--- src/rtl/pixel_chain_rx_pkg.sv ---
// Shared types and default geometry for the pixel readout chain receiver.
package pixel_chain_pkg;

    localparam int PIX_WORD_W     = 42;
    localparam int PIX_LANE_W     = 2;
    localparam int BEATS_PER_WORD = PIX_WORD_W / PIX_LANE_W;

    typedef logic [PIX_WORD_W-1:0] pix_word_t;

    typedef enum logic [1:0] {
        IDLE,
        LOAD,
        SHIFT,
        DRAIN
    } rx_state_e;

    // Counter width for n values; never zero, even when only one value exists.
    function automatic int idx_width(input int n);
        return (n > 1) ? $clog2(n) : 1;
    endfunction

endpackage

--- src/rtl/pixel_chain_rx_if.sv ---
// Pixel word stream from the chain receiver toward the frame packer.
interface pixel_chain_rx_if
    import pixel_chain_pkg::*;
#(
    parameter int WORD_W = PIX_WORD_W,
    parameter int IDX_W  = 3
);

    logic [WORD_W-1:0] pix_data;
    logic [IDX_W-1:0]  pix_idx;
    logic              pix_valid;
    logic              pix_ready;

    modport master (
        output pix_data,
        output pix_idx,
        output pix_valid,
        input  pix_ready
    );

    modport slave (
        input  pix_data,
        input  pix_idx,
        input  pix_valid,
        output pix_ready
    );

endinterface

--- src/rtl/pixel_chain_rx_fifo.sv ---
// Small synchronous FIFO holding assembled {pix_idx, pix_data} entries.
module pixel_chain_rx_fifo #(
    parameter int DATA_W = 45,
    parameter int DEPTH  = 2
) (
    input  logic              sclk,
    input  logic              rst,
    input  logic              push,
    input  logic [DATA_W-1:0] push_data,
    input  logic              pop,
    output logic [DATA_W-1:0] rd_data,
    output logic              full,
    output logic              empty
);

    localparam int AW = $clog2(DEPTH);
    localparam logic [AW:0] FULL_CNT = (AW + 1)'(DEPTH);

    logic [DATA_W-1:0] mem [DEPTH];
    logic [AW-1:0]     wr_ptr;
    logic [AW-1:0]     rd_ptr;
    logic [AW:0]       count;
    logic              do_push;
    logic              do_pop;

    assign full    = (count == FULL_CNT);
    assign empty   = (count == '0);
    assign do_pop  = pop && !empty;
    assign do_push = push && (!full || do_pop);
    // Masked while empty so the output reads zero out of reset.
    assign rd_data = empty ? '0 : mem[rd_ptr];

    // NOTE: sequential state uses non-blocking assignments so every flop samples pre-edge values.
    always_ff @(posedge sclk or posedge rst) begin
        if (rst) begin
            wr_ptr <= '0;
            rd_ptr <= '0;
            count  <= '0;
        end else begin
            if (do_push) wr_ptr <= wr_ptr + 1'b1;
            if (do_pop)  rd_ptr <= rd_ptr + 1'b1;
            case ({do_push, do_pop})
                2'b10:   count <= count + 1'b1;
                2'b01:   count <= count - 1'b1;
                default: count <= count;
            endcase
        end
    end

    // NOTE: storage is deliberately not reset; stale entries are unreachable once the pointers clear.
    always_ff @(posedge sclk) begin
        if (do_push) mem[wr_ptr] <= push_data;
    end

endmodule

--- src/rtl/pixel_chain_rx.sv ---
// Pixel chain receiver: loads the chain, shifts out lanes, rebuilds words, streams them out.
// Optional frame/stall statistics counters are enabled with PIXEL_CHAIN_RX_STATS_EN.
module pixel_chain_rx
    import pixel_chain_pkg::*;
#(
    parameter int WORD_W    = PIX_WORD_W,
    parameter int LANE_W    = PIX_LANE_W,
    parameter int NUM_PIX   = 8,
    parameter int BUF_DEPTH = 2
) (
    input  logic              sclk,
    input  logic              rst,
    input  logic              start,
    output logic              busy,
    output logic              chain_load,
    output logic              chain_shift,
    input  logic [LANE_W-1:0] chain_data,
    output logic              frame_done,
`ifdef PIXEL_CHAIN_RX_STATS_EN
    output logic [15:0]       frame_cnt,
    output logic [15:0]       stall_cnt,
`endif
    pixel_chain_rx_if.master  pix
);

    localparam int BEATS  = WORD_W / LANE_W;
    localparam int BEAT_W = idx_width(BEATS);
    localparam int IDX_W  = idx_width(NUM_PIX);
    localparam logic [BEAT_W-1:0] LAST_BEAT = BEAT_W'(BEATS - 1);
    localparam logic [IDX_W-1:0]  LAST_PIX  = IDX_W'(NUM_PIX - 1);

    rx_state_e                 state;
    rx_state_e                 state_nxt;
    logic [BEAT_W-1:0]         beat_cnt;
    logic [IDX_W-1:0]          pix_cnt;
    logic [WORD_W-1:0]         asm_word;
    logic [WORD_W-1:0]         asm_nxt;
    logic                      last_beat;
    logic                      push;
    logic                      pop;
    logic                      fifo_full;
    logic                      fifo_empty;
    logic [IDX_W+WORD_W-1:0]   fifo_rd;

    assign last_beat  = (beat_cnt == LAST_BEAT);
    assign busy       = (state != IDLE);
    assign push       = chain_shift && last_beat;
    assign pop        = !fifo_empty && pix.pix_ready;
    assign frame_done = pop && (fifo_rd[WORD_W +: IDX_W] == LAST_PIX);

    assign pix.pix_valid = !fifo_empty;
    assign pix.pix_data  = fifo_rd[WORD_W-1:0];
    assign pix.pix_idx   = fifo_rd[WORD_W +: IDX_W];

    // NOTE: every always_comb output gets a default first, so no path can infer a latch.
    always_comb begin
        state_nxt   = state;
        chain_load  = 1'b0;
        chain_shift = 1'b0;
        case (state)
            IDLE:  if (start) state_nxt = LOAD;
            LOAD: begin
                chain_load = 1'b1;
                state_nxt  = SHIFT;
            end
            SHIFT: begin
                // Shifting only while a full word could still be stored avoids losing beats.
                chain_shift = !fifo_full;
                if (chain_shift && last_beat && (pix_cnt == LAST_PIX)) state_nxt = DRAIN;
            end
            DRAIN: if (frame_done) state_nxt = IDLE;
            default: state_nxt = IDLE;
        endcase
    end

    // Current lane merged in, so a completed word can be pushed on its final beat.
    always_comb begin
        asm_nxt = asm_word;
        for (int b = 0; b < BEATS; b++) begin
            if (beat_cnt == BEAT_W'(b)) asm_nxt[b*LANE_W +: LANE_W] = chain_data;
        end
    end

    always_ff @(posedge sclk or posedge rst) begin
        if (rst) begin
            state    <= IDLE;
            beat_cnt <= '0;
            pix_cnt  <= '0;
            asm_word <= '0;
        end else begin
            state <= state_nxt;
            if (chain_shift) begin
                asm_word <= asm_nxt;
                if (last_beat) begin
                    beat_cnt <= '0;
                    pix_cnt  <= (pix_cnt == LAST_PIX) ? '0 : pix_cnt + 1'b1;
                end else begin
                    beat_cnt <= beat_cnt + 1'b1;
                end
            end
        end
    end

    pixel_chain_rx_fifo #(
        .DATA_W (IDX_W + WORD_W),
        .DEPTH  (BUF_DEPTH)
    ) u_fifo (
        .sclk      (sclk),
        .rst       (rst),
        .push      (push),
        .push_data ({pix_cnt, asm_nxt}),
        .pop       (pop),
        .rd_data   (fifo_rd),
        .full      (fifo_full),
        .empty     (fifo_empty)
    );

`ifdef PIXEL_CHAIN_RX_STATS_EN
    always_ff @(posedge sclk or posedge rst) begin
        if (rst) begin
            frame_cnt <= '0;
            stall_cnt <= '0;
        end else begin
            if (frame_done) frame_cnt <= frame_cnt + 1'b1;
            if ((state == SHIFT) && !chain_shift && (stall_cnt != 16'hFFFF))
                stall_cnt <= stall_cnt + 1'b1;
        end
    end
`endif

endmodule
--- src/flat_wrapper.sv ---
// flat-port wrapper written by rule: the top's interface ports become plain ports
module pixel_chain_rx_flat import pixel_chain_pkg::*;
#(
    parameter int WORD_W    = PIX_WORD_W,
    parameter int LANE_W    = PIX_LANE_W,
    parameter int NUM_PIX   = 8,
    parameter int BUF_DEPTH = 2
)
  (sclk, rst, start, busy, chain_load, chain_shift, chain_data, frame_done, pix_pix_data, pix_pix_idx, pix_pix_valid, pix_pix_ready);
  pixel_chain_rx_if #(.WORD_W(WORD_W)) pix_i ();
  input  logic sclk;
  input  logic rst;
  input  logic start;
  output logic busy;
  output logic chain_load;
  output logic chain_shift;
  input  logic [LANE_W-1:0] chain_data;
  output logic frame_done;
  output wire logic [$bits(pix_i.pix_data)-1:0] pix_pix_data;
  output wire logic [$bits(pix_i.pix_idx)-1:0] pix_pix_idx;
  output wire logic [$bits(pix_i.pix_valid)-1:0] pix_pix_valid;
  input wire logic [$bits(pix_i.pix_ready)-1:0] pix_pix_ready;
  assign pix_pix_data = pix_i.pix_data;
  assign pix_pix_idx = pix_i.pix_idx;
  assign pix_pix_valid = pix_i.pix_valid;
  assign pix_i.pix_ready = pix_pix_ready;
  pixel_chain_rx #(.WORD_W(WORD_W), .LANE_W(LANE_W), .NUM_PIX(NUM_PIX), .BUF_DEPTH(BUF_DEPTH)) u_core (.sclk(sclk), .rst(rst), .start(start), .busy(busy), .chain_load(chain_load), .chain_shift(chain_shift), .chain_data(chain_data), .frame_done(frame_done), .pix(pix_i));
endmodule
--- config.mk ---
export PLATFORM = sky130hd
export DESIGN_NAME = pixel_chain_rx_flat
export DESIGN_NICKNAME = d
export VERILOG_FILES = /design/src/rtl/pixel_chain_rx_pkg.sv /design/src/rtl/pixel_chain_rx_if.sv /design/src/rtl/pixel_chain_rx_fifo.sv /design/src/rtl/pixel_chain_rx.sv /design/src/flat_wrapper.sv
export SDC_FILE = /design/constraint.sdc
export NUM_CORES = 1
export LEC_CHECK = 0
export BUFFER_PORTS_ARGS = -buffer_cell sky130_fd_sc_hd__buf_2
export CELL_PAD_IN_SITES_DETAIL_PLACEMENT = 2
export CELL_PAD_IN_SITES_GLOBAL_PLACEMENT = 2
export CORE_ASPECT_RATIO = 1.75
export CORE_MARGIN = 2
export CORE_UTILIZATION = 46
export DETAILED_ROUTE_END_ITERATION = 16
export PLACE_DENSITY_LB_ADDON = 0.1
export SLEW_MARGIN = 20
export SYNTH_ARGS = -nofsm -noshare
export SYNTH_HDL_FRONTEND = slang
export SYNTH_SLANG_ARGS = --single-unit
--- constraint.sdc ---
create_clock -name sclk -period 8.5 [get_ports sclk]
set_input_delay 1.275 -clock sclk [delete_from_list [all_inputs] [get_ports sclk]]
set_output_delay 1.275 -clock sclk [all_outputs]
set_load 0.02 [all_outputs]
==> reports/qor.csv, run 1 <==
stage,metric,value,unit
global_routing,number of global-route vias before repair,4126,
routing,DR vias,3694,
power,static leakage,0.00314,uW
yosys,register area share after synthesis,64.2,%
clocking,clock transition time at the flip-flop clock pins of the worst setup and hold paths,0.06,ns
sta,actual slew at the worst max-slew pin,0.917,ns
clocking,deepest level of the CTS H-tree,4,
sta,final sum of negative setup slack,0,ns
cells_and_area,final cell count without fillers,696,
setup_path,depth of the most critical reg-to-reg path,7,
setup_path,count of buffer and inverter cells on the critical path,3,
die,std cell rows,57,
yosys,count of yosys warnings during synthesis,0,
routing,Detailed Route Iter0 Violations,105,
die,area inside the core boundary,0.0138,sq mm
clocking,clock buffer count from CTS,17,
clocking,Sink Count,146,
sta,final-report hold violation count,0,
die,die outline height,160,um
yosys,fraction of synthesized area in multiplexers,21.8,%
yosys,Synth Net Count,467,
global_routing,global-route wire length before repair,23400,um
clocking,root cell of the clock tree,clkbuf_16,
routing,per-cell via count in the routed design,5.31,
cells_and_area,post-route cell area,0.00750,sq mm
yosys,Post-Syn Area,0.00640,sq mm
yosys,fraction of the mapped netlist area in simple logic gates,7.81,%
yosys,synthesized instance count,449,
setup_path,Worst Setup Start Kind,register,
cells_and_area,footprint of the multi-input gates,0.00216,sq mm
sta,clock skew after layout,0.00912,ns
setup_path,data required time at the worst endpoint,7.22,ns
routing,DR DRC count,0,
setup_path,crit-path max FO,43,
outcome,status,finished clean,
setup_path,"Arr. time, crit path",2.53,ns
setup_path,endpoint class of the critical path,output port,
clocking,maximum root-to-sink buffer count,2,
yosys,post-synthesis adder-cell area fraction,2.35,%
cells_and_area,post-synthesis to final-layout area growth,17.3,%
setup_path,crit-path leading delay family,buffers and inverters,
global_routing,pin count of the biggest net entering global routing,57,
routing,post-DR wirelength/cell,21.5,um
sta,final-report setup violation count,0,
setup_path,Slowest Stage Delay on Critical Path,0.76,ns
cells_and_area,area used by sequential logic in the layout,0.00411,sq mm
sta,Pins Over Slew Limit,0,
min_path,worst hold path cell count,2,
setup_path,cell-by-cell listing of the critical path,inv_1 > ha_1 > nand2_1 > inv_2 > buf_2,
placement,instance count after placement with tap cells included,663,
yosys,average instance area after synthesis,14.2,sq um
sta,minimum clock period,3.81,ns
global_routing,GRT Resource Usage Total,21.5,%
routing,aggregate routed wire length,15000,um
yosys,largest family of logic cells by synthesized area,multiplexers,
placement,Buffers on Ports,55,
clocking,clock tree from TritonCTS,yes,
cells_and_area,fin nets,524,
sta,setup repair after global routing missed its margin,no,
routing,antenna-violating nets left,0,
min_path,type of the most critical hold path,register to register,
die,I/O pin count,56,
placement,half-perimeter wire length after placement,9060,um
power,areal power density over the cells,391,mW/mm^2
setup_path,cell at the slowest stage of the critical path,inv_2,
setup_path,endpoint of the worst-slack reg-to-reg timing path,u_core.u_fifo.mem[0][20],
setup_path,reg-to-reg startpoint,u_core.state[0],
yosys,number of distinct library cells after synthesis,27,
clocking,"Hold-fix buffers, CTS",0,
clocking,Resize count post-CTS,0,
routing,router iterations before antenna repair,4,
power,maximum vdd drop,0.000200,V
cells_and_area,share of final-layout standard cells stronger than drive strength 1,33.9,%
die,Total Die Area,0.0149,sq mm
global_routing,initial antenna violation count,0,
die,Initial Utilization,46.5,%
yosys,complex-gate fraction of the synthesized area,0.880,%
job,reported max-cap violation count,0,
die,die boundary width,93.1,um
sta,period utilisation layout,44.8,%
global_routing,Congestion Overflow GR,0,
placement,routability congestion estimate from global placement,0.729,
sta,achievable clock frequency,263,MHz
min_path,end of the worst hold path,u_core.asm_word[28],
clocking,later-pin clock latency in the skew report,0.42,ns
setup_path,setup slack of the most critical reg-to-reg path,4.74,ns
yosys,synthesized-area fraction occupied by xor and xnor cells,0.685,%
clocking,buffers inserted by post-CTS timing repair,0,
cells_and_area,number of fill cells in the layout,1272,
cells_and_area,number of antenna cells inserted,0,
placement,dpl cell area,0.00683,sq mm
min_path,source of the worst hold timing path,u_core.asm_word[28],
sta,Rel. slew slack,38.7,%
setup_path,Crit Path Category,register to output port,
yosys,#FFs+latches synth,146,
[kinds of logic (layout without fill, tap and decap cells)]
logic type / after synthesis / after routing
xor gates and xnor gates: 5 / 5
adders and majority gates: 12 / 12
buffers and inverters: 34 / 104
muxes: 129 / 129
and+or+nand+nor: 114 / 114
DFF: 146 / 146
AOI/OAI and AO/OA: 9 / 9
[power by group]
| group | switching, uW | total (uW) | internal [uW] | leakage [uW] |
|---|---|---|---|---|
| Clock | 290 | 811 | 521 | 0.000309 |
| Combinational | 594 | 1030 | 438 | 0.00133 |
| Sequential | 131 | 1090 | 957 | 0.00150 |
| Total | 1020 | 2930 | 1920 | 0.00314 |
[per-layer routing]
layer / global-route usage [%] / vias up / part of all wire, %
met5: 0 / - / 0
met4: 9.16 / 0 / 2.2
met3: 4.01 / 21 / 2.3
met2: 40.6 / 54 / 59
met1: 22.7 / 1904 / 37
li1: - / 1715 / -
[state kept, by name (all words and copies together), names as in the netlist]
| register | count |
|---|---|
| u_core.pix_cnt | 3 |
| u_core.u_fifo.mem | 90 |
| u_core.u_fifo.count | 2 |
| u_core.u_fifo.rd_ptr | 1 |
| u_core.asm_word | 42 |
| u_core.u_fifo.wr_ptr | 1 |
| u_core.state | 2 |
| u_core.beat_cnt | 5 |
[through the flow]
stage | utilization (%) | power [uW] | setup slack, ns | hold slack (ns)
final | 54.5 | 2930 | 4.69 | 0.485
after floorplan | - | 1800 | 4.95 | 0.440
after detailed placement | 49.7 | 2100 | 4.66 | 0.475
after global routing | 54.5 | 3080 | 4.37 | 0.516
after CTS | 54.3 | 2950 | 4.61 | 0.492
after global placement | 49.7 | 2030 | 4.86 | 0.457
[cell type report]
class / instances / area share (%)
clock buffer: 19 / 5.77
multi-input combinational: 269 / 28.8
sequential: 146 / 54.7
timing repair buffer: 59 / 4.33
inverter: 13 / 0.650
clock inverter: 13 / 2.75
tap: 177 / 2.95
[cells in the mapped netlist]
master / count / area (sq um)
nand2_1: 27 / 101
nand3b_1: 1 / 7.51
o21ai_1: 1 / 5.00
and3_1: 7 / 43.8
nand3_1: 3 / 15.0
dfrtp_1: 56 / 1400
o22ai_1: 2 / 12.5
ha_1: 12 / 150
mux2_2: 82 / 923
nand2b_1: 8 / 50.1
clkbuf_1: 11 / 41.3
xnor2_1: 4 / 35.0
a222oi_1: 1 / 10.0
edfxtp_1: 90 / 2700
mux2_1: 1 / 11.3
a211o_1: 1 / 8.76
buf_4: 3 / 22.5
inv_1: 12 / 45.0
and4b_1: 1 / 10.0
xor2_1: 1 / 8.76
buf_2: 7 / 35.0
nand4b_1: 3 / 26.3
inv_2: 1 / 3.75
nor2_1: 60 / 225
nor3_1: 4 / 20.0
mux2i_1: 46 / 460
o21ai_0: 4 / 20.0
[layout by cell type (no fill, tap or decap), types with 2 or more instances in the layout]
cell type and n:
and3_1 6, buf_2 55, buf_4 3, bufinv_16 5, clkbuf_1 2, clkbuf_16 17
clkinv_2 2, clkinv_4 2, dfrtp_1 55, edfxtp_1 90, ha_1 12, inv_1 11
inv_2 2, inv_6 2, mux2_2 82, mux2i_1 46, nand2_1 27, nand2b_1 8
nand3_1 3, nand4b_1 3, nor2_1 58, nor2_4 2, nor3_1 4, o21ai_0 4
o22ai_1 2, xnor2_1 4
[worst min-delay path: cells and delay by family, from the launching register on]
kind             cells  cell delay, ns
AND/OR/NAND/NOR      2            0.11
flip-flops           1            0.34
[how the worst max path moves through the flow]
stage	from	to	slack (ns)	cells after the start
2_1_floorplan	u_core.beat_cnt[0]	u_core.u_fifo.mem[0][0]	4.95	6
3_3_place_gp	u_core.state[0]	u_core.u_fifo.mem[0][24]	4.86	7
3_5_place_dp	u_core.state[0]	u_core.u_fifo.mem[0][21]	4.66	7
4_1_cts	u_core.state[0]	u_core.u_fifo.mem[0][30]	4.61	7
5_1_grt	u_core.state[0]	u_core.u_fifo.mem[0][20]	4.37	7
6_report	u_core.state[0]	chain_shift	4.69	5
Power figures use the tool's default switching activity.
==> run 2: changes to the inputs <==
--- a/config.mk
+++ b/config.mk
@@ -5,12 +5,13 @@
 export SDC_FILE = /design/constraint.sdc
 export NUM_CORES = 1
 export LEC_CHECK = 0
+export ABC_AREA = 1
 export BUFFER_PORTS_ARGS = -buffer_cell sky130_fd_sc_hd__buf_2
 export CELL_PAD_IN_SITES_DETAIL_PLACEMENT = 2
 export CELL_PAD_IN_SITES_GLOBAL_PLACEMENT = 2
 export CORE_ASPECT_RATIO = 1.75
 export CORE_MARGIN = 2
-export CORE_UTILIZATION = 46
+export CORE_UTILIZATION = 34
 export DETAILED_ROUTE_END_ITERATION = 16
 export PLACE_DENSITY_LB_ADDON = 0.1
 export SLEW_MARGIN = 20
==> constraint.sdc (replaced) <==
create_clock -name sclk -period 3.25 [get_ports sclk]
set_input_delay 0.4875 -clock sclk [delete_from_list [all_inputs] [get_ports sclk]]
set_output_delay 0.4875 -clock sclk [all_outputs]
set_load 0.02 [all_outputs]
==> run 2 against run 1 <==
Critical path depth down 1. Combinational power grew to 2.6 times the previous value. Via count rose by 28%. Core utilization shrank 14 points. Area after synthesis shrank 1.2%. Register-to-register slack worse by 4.0 ns. Flip-flop and latch count unchanged. Cell count is 37% higher. Critical path type unchanged. Critical endpoint is now pix_pix_data[0]. Largest cell class unchanged.
==> reports/qor.csv, run 2 <==
stage,metric,value,unit,change
yosys,Synth Net Count,663,,+42%
sta,achievable clock frequency,389,MHz,
sta,final-report setup violation count,0,,unchanged
job,reported max-cap violation count,0,,unchanged
yosys,library cell with the highest instance count after synthesis,nand2_1,,
yosys,fraction of post-synthesis cell area in the top cell type by area,42.7,%,+0.49 points
cells_and_area,final cell count without fillers,953,,+37%
yosys,count of yosys warnings during synthesis,0,,unchanged
routing,DR DRC count,0,,unchanged
power,maximum vdd drop,0.000593,V,+200%
power,Gate power share,36.6,%,+1.4 points
setup_path,"Arr. time, crit path",2.08,ns,-0.45 ns
setup_path,cell-by-cell listing of the critical path,inv_2 > nand2_1 > a21oi_1 > buf_2,,
clocking,deepest level of the CTS H-tree,4,,unchanged
setup_path,cell at the slowest stage of the critical path,inv_2,,
cells_and_area,largest reg by FF count,u_core.u_fifo.mem,,
clocking,Sink Count,146,,unchanged
cells_and_area,number of fill cells in the layout,2023,,+59%
cells_and_area,max FFs per register,90,,unchanged
sta,setup repair after global routing missed its margin,no,,
clocking,root cell of the clock tree,clkbuf_16,,
die,Initial Utilization,34.3,%,-12 points
sta,final sum of negative setup slack,0,ns,unchanged
yosys,average instance area after synthesis,9.80,sq um,-31%
cells_and_area,fin nets,720,,+37%
setup_path,crit-path leading delay family,buffers and inverters,,
power,static leakage,0.00332,uW,+5.8%
yosys,Post-Syn Area,0.00632,sq mm,-1.2%
yosys,synthesized instance count,645,,+44%
clocking,clock buffer count from CTS,17,,unchanged
setup_path,Worst Setup Start Kind,register,,
global_routing,Congestion Overflow GR,0,,unchanged
setup_path,count of buffer and inverter cells on the critical path,2,,-1
yosys,share of flip-flops with an asynchronous set or reset,38.4,%,unchanged
sta,minimum clock period,2.57,ns,
placement,instance count after placement with tap cells included,921,,+39%
setup_path,Crit Path Category,register to output port,,
setup_path,data required time at the worst endpoint,2.76,ns,-4.46 ns
power,Clk network pwr share,28.9,%,+1.2 points
power,net switching power,2950,uW,+190%
cells_and_area,post-synthesis to final-layout area growth,19.0,%,
cells_and_area,top flop regs,"u_core.u_fifo.mem: 90 flops, u_core.asm_word: 42 flops, u_core.beat_cnt: 5 flops",,
clocking,clock transition time at the flip-flop clock pins of the worst setup and hold paths,0.06,ns,about the same
yosys,number of distinct library cells after synthesis,27,,unchanged
routing,aggregate routed wire length,17600,um,+18%
clocking,"Hold-fix buffers, CTS",0,,unchanged
clocking,later-pin clock latency in the skew report,0.43,ns,about the same
yosys,"top cells by count, synth","nand2_1 (289), edfxtp_1 (90), dfrtp_1 (56)",,
clocking,buffers inserted by post-CTS timing repair,0,,unchanged
outcome,status,finished clean,,
global_routing,number of global-route vias before repair,5304,,+29%
die,Total Die Area,0.0197,sq mm,+33%
die,std cell rows,66,,+16%
placement,Buffers on Ports,55,,unchanged
setup_path,Slowest Stage Delay on Critical Path,0.65,ns,-0.11 ns
global_routing,pin count of the biggest net entering global routing,57,,unchanged
routing,antenna-violating nets left,0,,unchanged
global_routing,GRT Resource Usage Total,19.2,%,-2.3 points
yosys,#FFs+latches synth,146,,unchanged
sta,clock skew after layout,0.0104,ns,+0.00133 ns
global_routing,initial antenna violation count,0,,unchanged
yosys,number of synthesized flops with an enable pin,90,,unchanged
sta,Rel. slew slack,40.4,%,+1.7 points
clocking,clock tree from TritonCTS,yes,,
power,internal cell power,4500,uW,+130%
placement,half-perimeter wire length after placement,11500,um,+27%
yosys,biggest area consumer among synthesized cells,edfxtp_1,,
yosys,largest cells by area after synthesis,"edfxtp_1 (43%), dfrtp_1 (22%), nand2_1 (17%)",,
yosys,register area share after synthesis,64.9,%,+0.75 points
yosys,flip-flop cell with the highest count after synthesis,edfxtp_1,,
routing,Detailed Route Iter0 Violations,141,,+34%
clocking,maximum root-to-sink buffer count,2,,unchanged
sta,period utilisation layout,79.0,%,
routing,router iterations before antenna repair,4,,unchanged
power,areal power density over the cells,990,mW/mm^2,+150%
cells_and_area,share of final-layout standard cells stronger than drive strength 1,16.2,%,-18 points
sta,actual slew at the worst max-slew pin,0.893,ns,-0.0248 ns
die,die outline height,184,um,+15%
sta,final-report hold violation count,0,,unchanged
die,die boundary width,107,um,+15%
power,switching fraction of total power,39.6,%,+4.9 points
placement,routability congestion estimate from global placement,0.730,,+0.14%
power,proportion of power drawn by flip-flops and latches,34.5,%,-2.6 points
clocking,Resize count post-CTS,0,,unchanged
die,area inside the core boundary,0.0184,sq mm,+34%
cells_and_area,"commonest cells after routing, fill and taps aside","nand2_1 (289), edfxtp_1 (90), dfrtp_1 (56)",,
setup_path,endpoint class of the critical path,output port,,
global_routing,global-route wire length before repair,28400,um,+21%
sta,Pins Over Slew Limit,0,,unchanged
die,I/O pin count,56,,unchanged
routing,post-DR wirelength/cell,18.5,um,-14%
cells_and_area,number of antenna cells inserted,0,,unchanged
routing,DR vias,4737,,+28%
cells_and_area,"commonest non-fill, non-tap cell in the layout",nand2_1,,
setup_path,crit-path max FO,44,,+2.3%
min_path,type of the most critical hold path,input port to asynchronous set/reset pin,,
routing,per-cell via count in the routed design,4.97,,-6.3%
-- run 2: cell count changes after synthesis, sizes merged, moves of 8 or more --
cell    change
nand2     +263
mux2       -83
o21ai      +47
mux2i      -46
a21oi      +45
nor2       -37
inv        +19
nand2b      -8
-- run 2: path summary, 6_finish.rpt --
check | slack, ns | cells after the start | from | to
max | 0.68 | 4 | u_core.u_fifo.rd_ptr | pix_pix_data[0]
min | 0.29 | 3 | rst | u_core.u_fifo.rd_ptr
max reg2reg | 0.79 | 9 | u_core.beat_cnt[0] | u_core.u_fifo.mem[0][11]
min reg2reg | 0.48 | 2 | u_core.asm_word[38] | u_core.asm_word[38]
max in group asynchronous | 2.42 | 3 | rst | u_core.asm_word[20]
min in group sclk | 0.40 | 3 | pix_pix_ready | u_core.u_fifo.rd_ptr
-- run 2: kinds of logic after synthesis --
family / count (synthesis) / share of synthesized area (%)
AND/OR/NAND/NOR: 325 / 20.2
XOR/XNOR: 3 / 0.416
flip-flops: 146 / 64.9
buffers and inverters: 60 / 3.98
adder cells (fa/ha/maj): 12 / 2.37
AO/OA/AOI/OAI: 99 / 8.09
-- run 2: cell type report --
class | instances | area, sq um | area share [%]
Clock buffer | 18 | 439 | 5.84
Clock inverter | 14 | 211 | 2.81
Inverter | 33 | 126 | 1.68
Multi-Input combinational cell | 439 | 1980 | 26.3
Sequential cell | 146 | 4100 | 54.6
Tap cell | 238 | 298 | 3.96
Timing Repair Buffer | 65 | 363 | 4.82
-- run 2: worst min-delay path: cells and delay by family --
kind | cells | cell delay, ns
buf+inv | 3 | 0.74
-- run 2: layer usage --
metal | track usage, % | up-vias | wire length [um] | share of wire (%)
met2 | 38.1 | 50 | 10500 | 59
li1 | - | 2220 | - | -
met5 | 0 | - | 0 | 0
met3 | 3.18 | 14 | 265 | 1.5
met1 | 19.7 | 2453 | 6680 | 38
met4 | 6.23 | 0 | 236 | 1.3
-- run 2: power groups by stage --
stage / clock network (uW) / logic, uW / registers, uW
after CTS: 2200 / 2810 / 2570
after global routing: 2260 / 3060 / 2610
after global placement: 0 / 2670 / 2580
after detailed placement: 0 / 2780 / 2600
final: 2150 / 2720 / 2570
after floorplan: 0 / 1880 / 2530
-- run 2: stage by stage --
stage | cell area (sq um) | util (%) | worst slack, ns | power [uW] | hold slack [ns]
2_1_floorplan | 6320 | - | 0.463 | 4420 | 0.449
3_3_place_gp | 6870 | 37.3 | 0.877 | 5250 | 0.462
3_5_place_dp | 6870 | 37.3 | 0.794 | 5390 | 0.471
4_1_cts | 7520 | 40.8 | 0.621 | 7580 | 0.324
5_1_grt | 7520 | 40.8 | 0.475 | 7930 | 0.355
6_report | 7520 | 40.8 | 0.682 | 7440 | 0.288
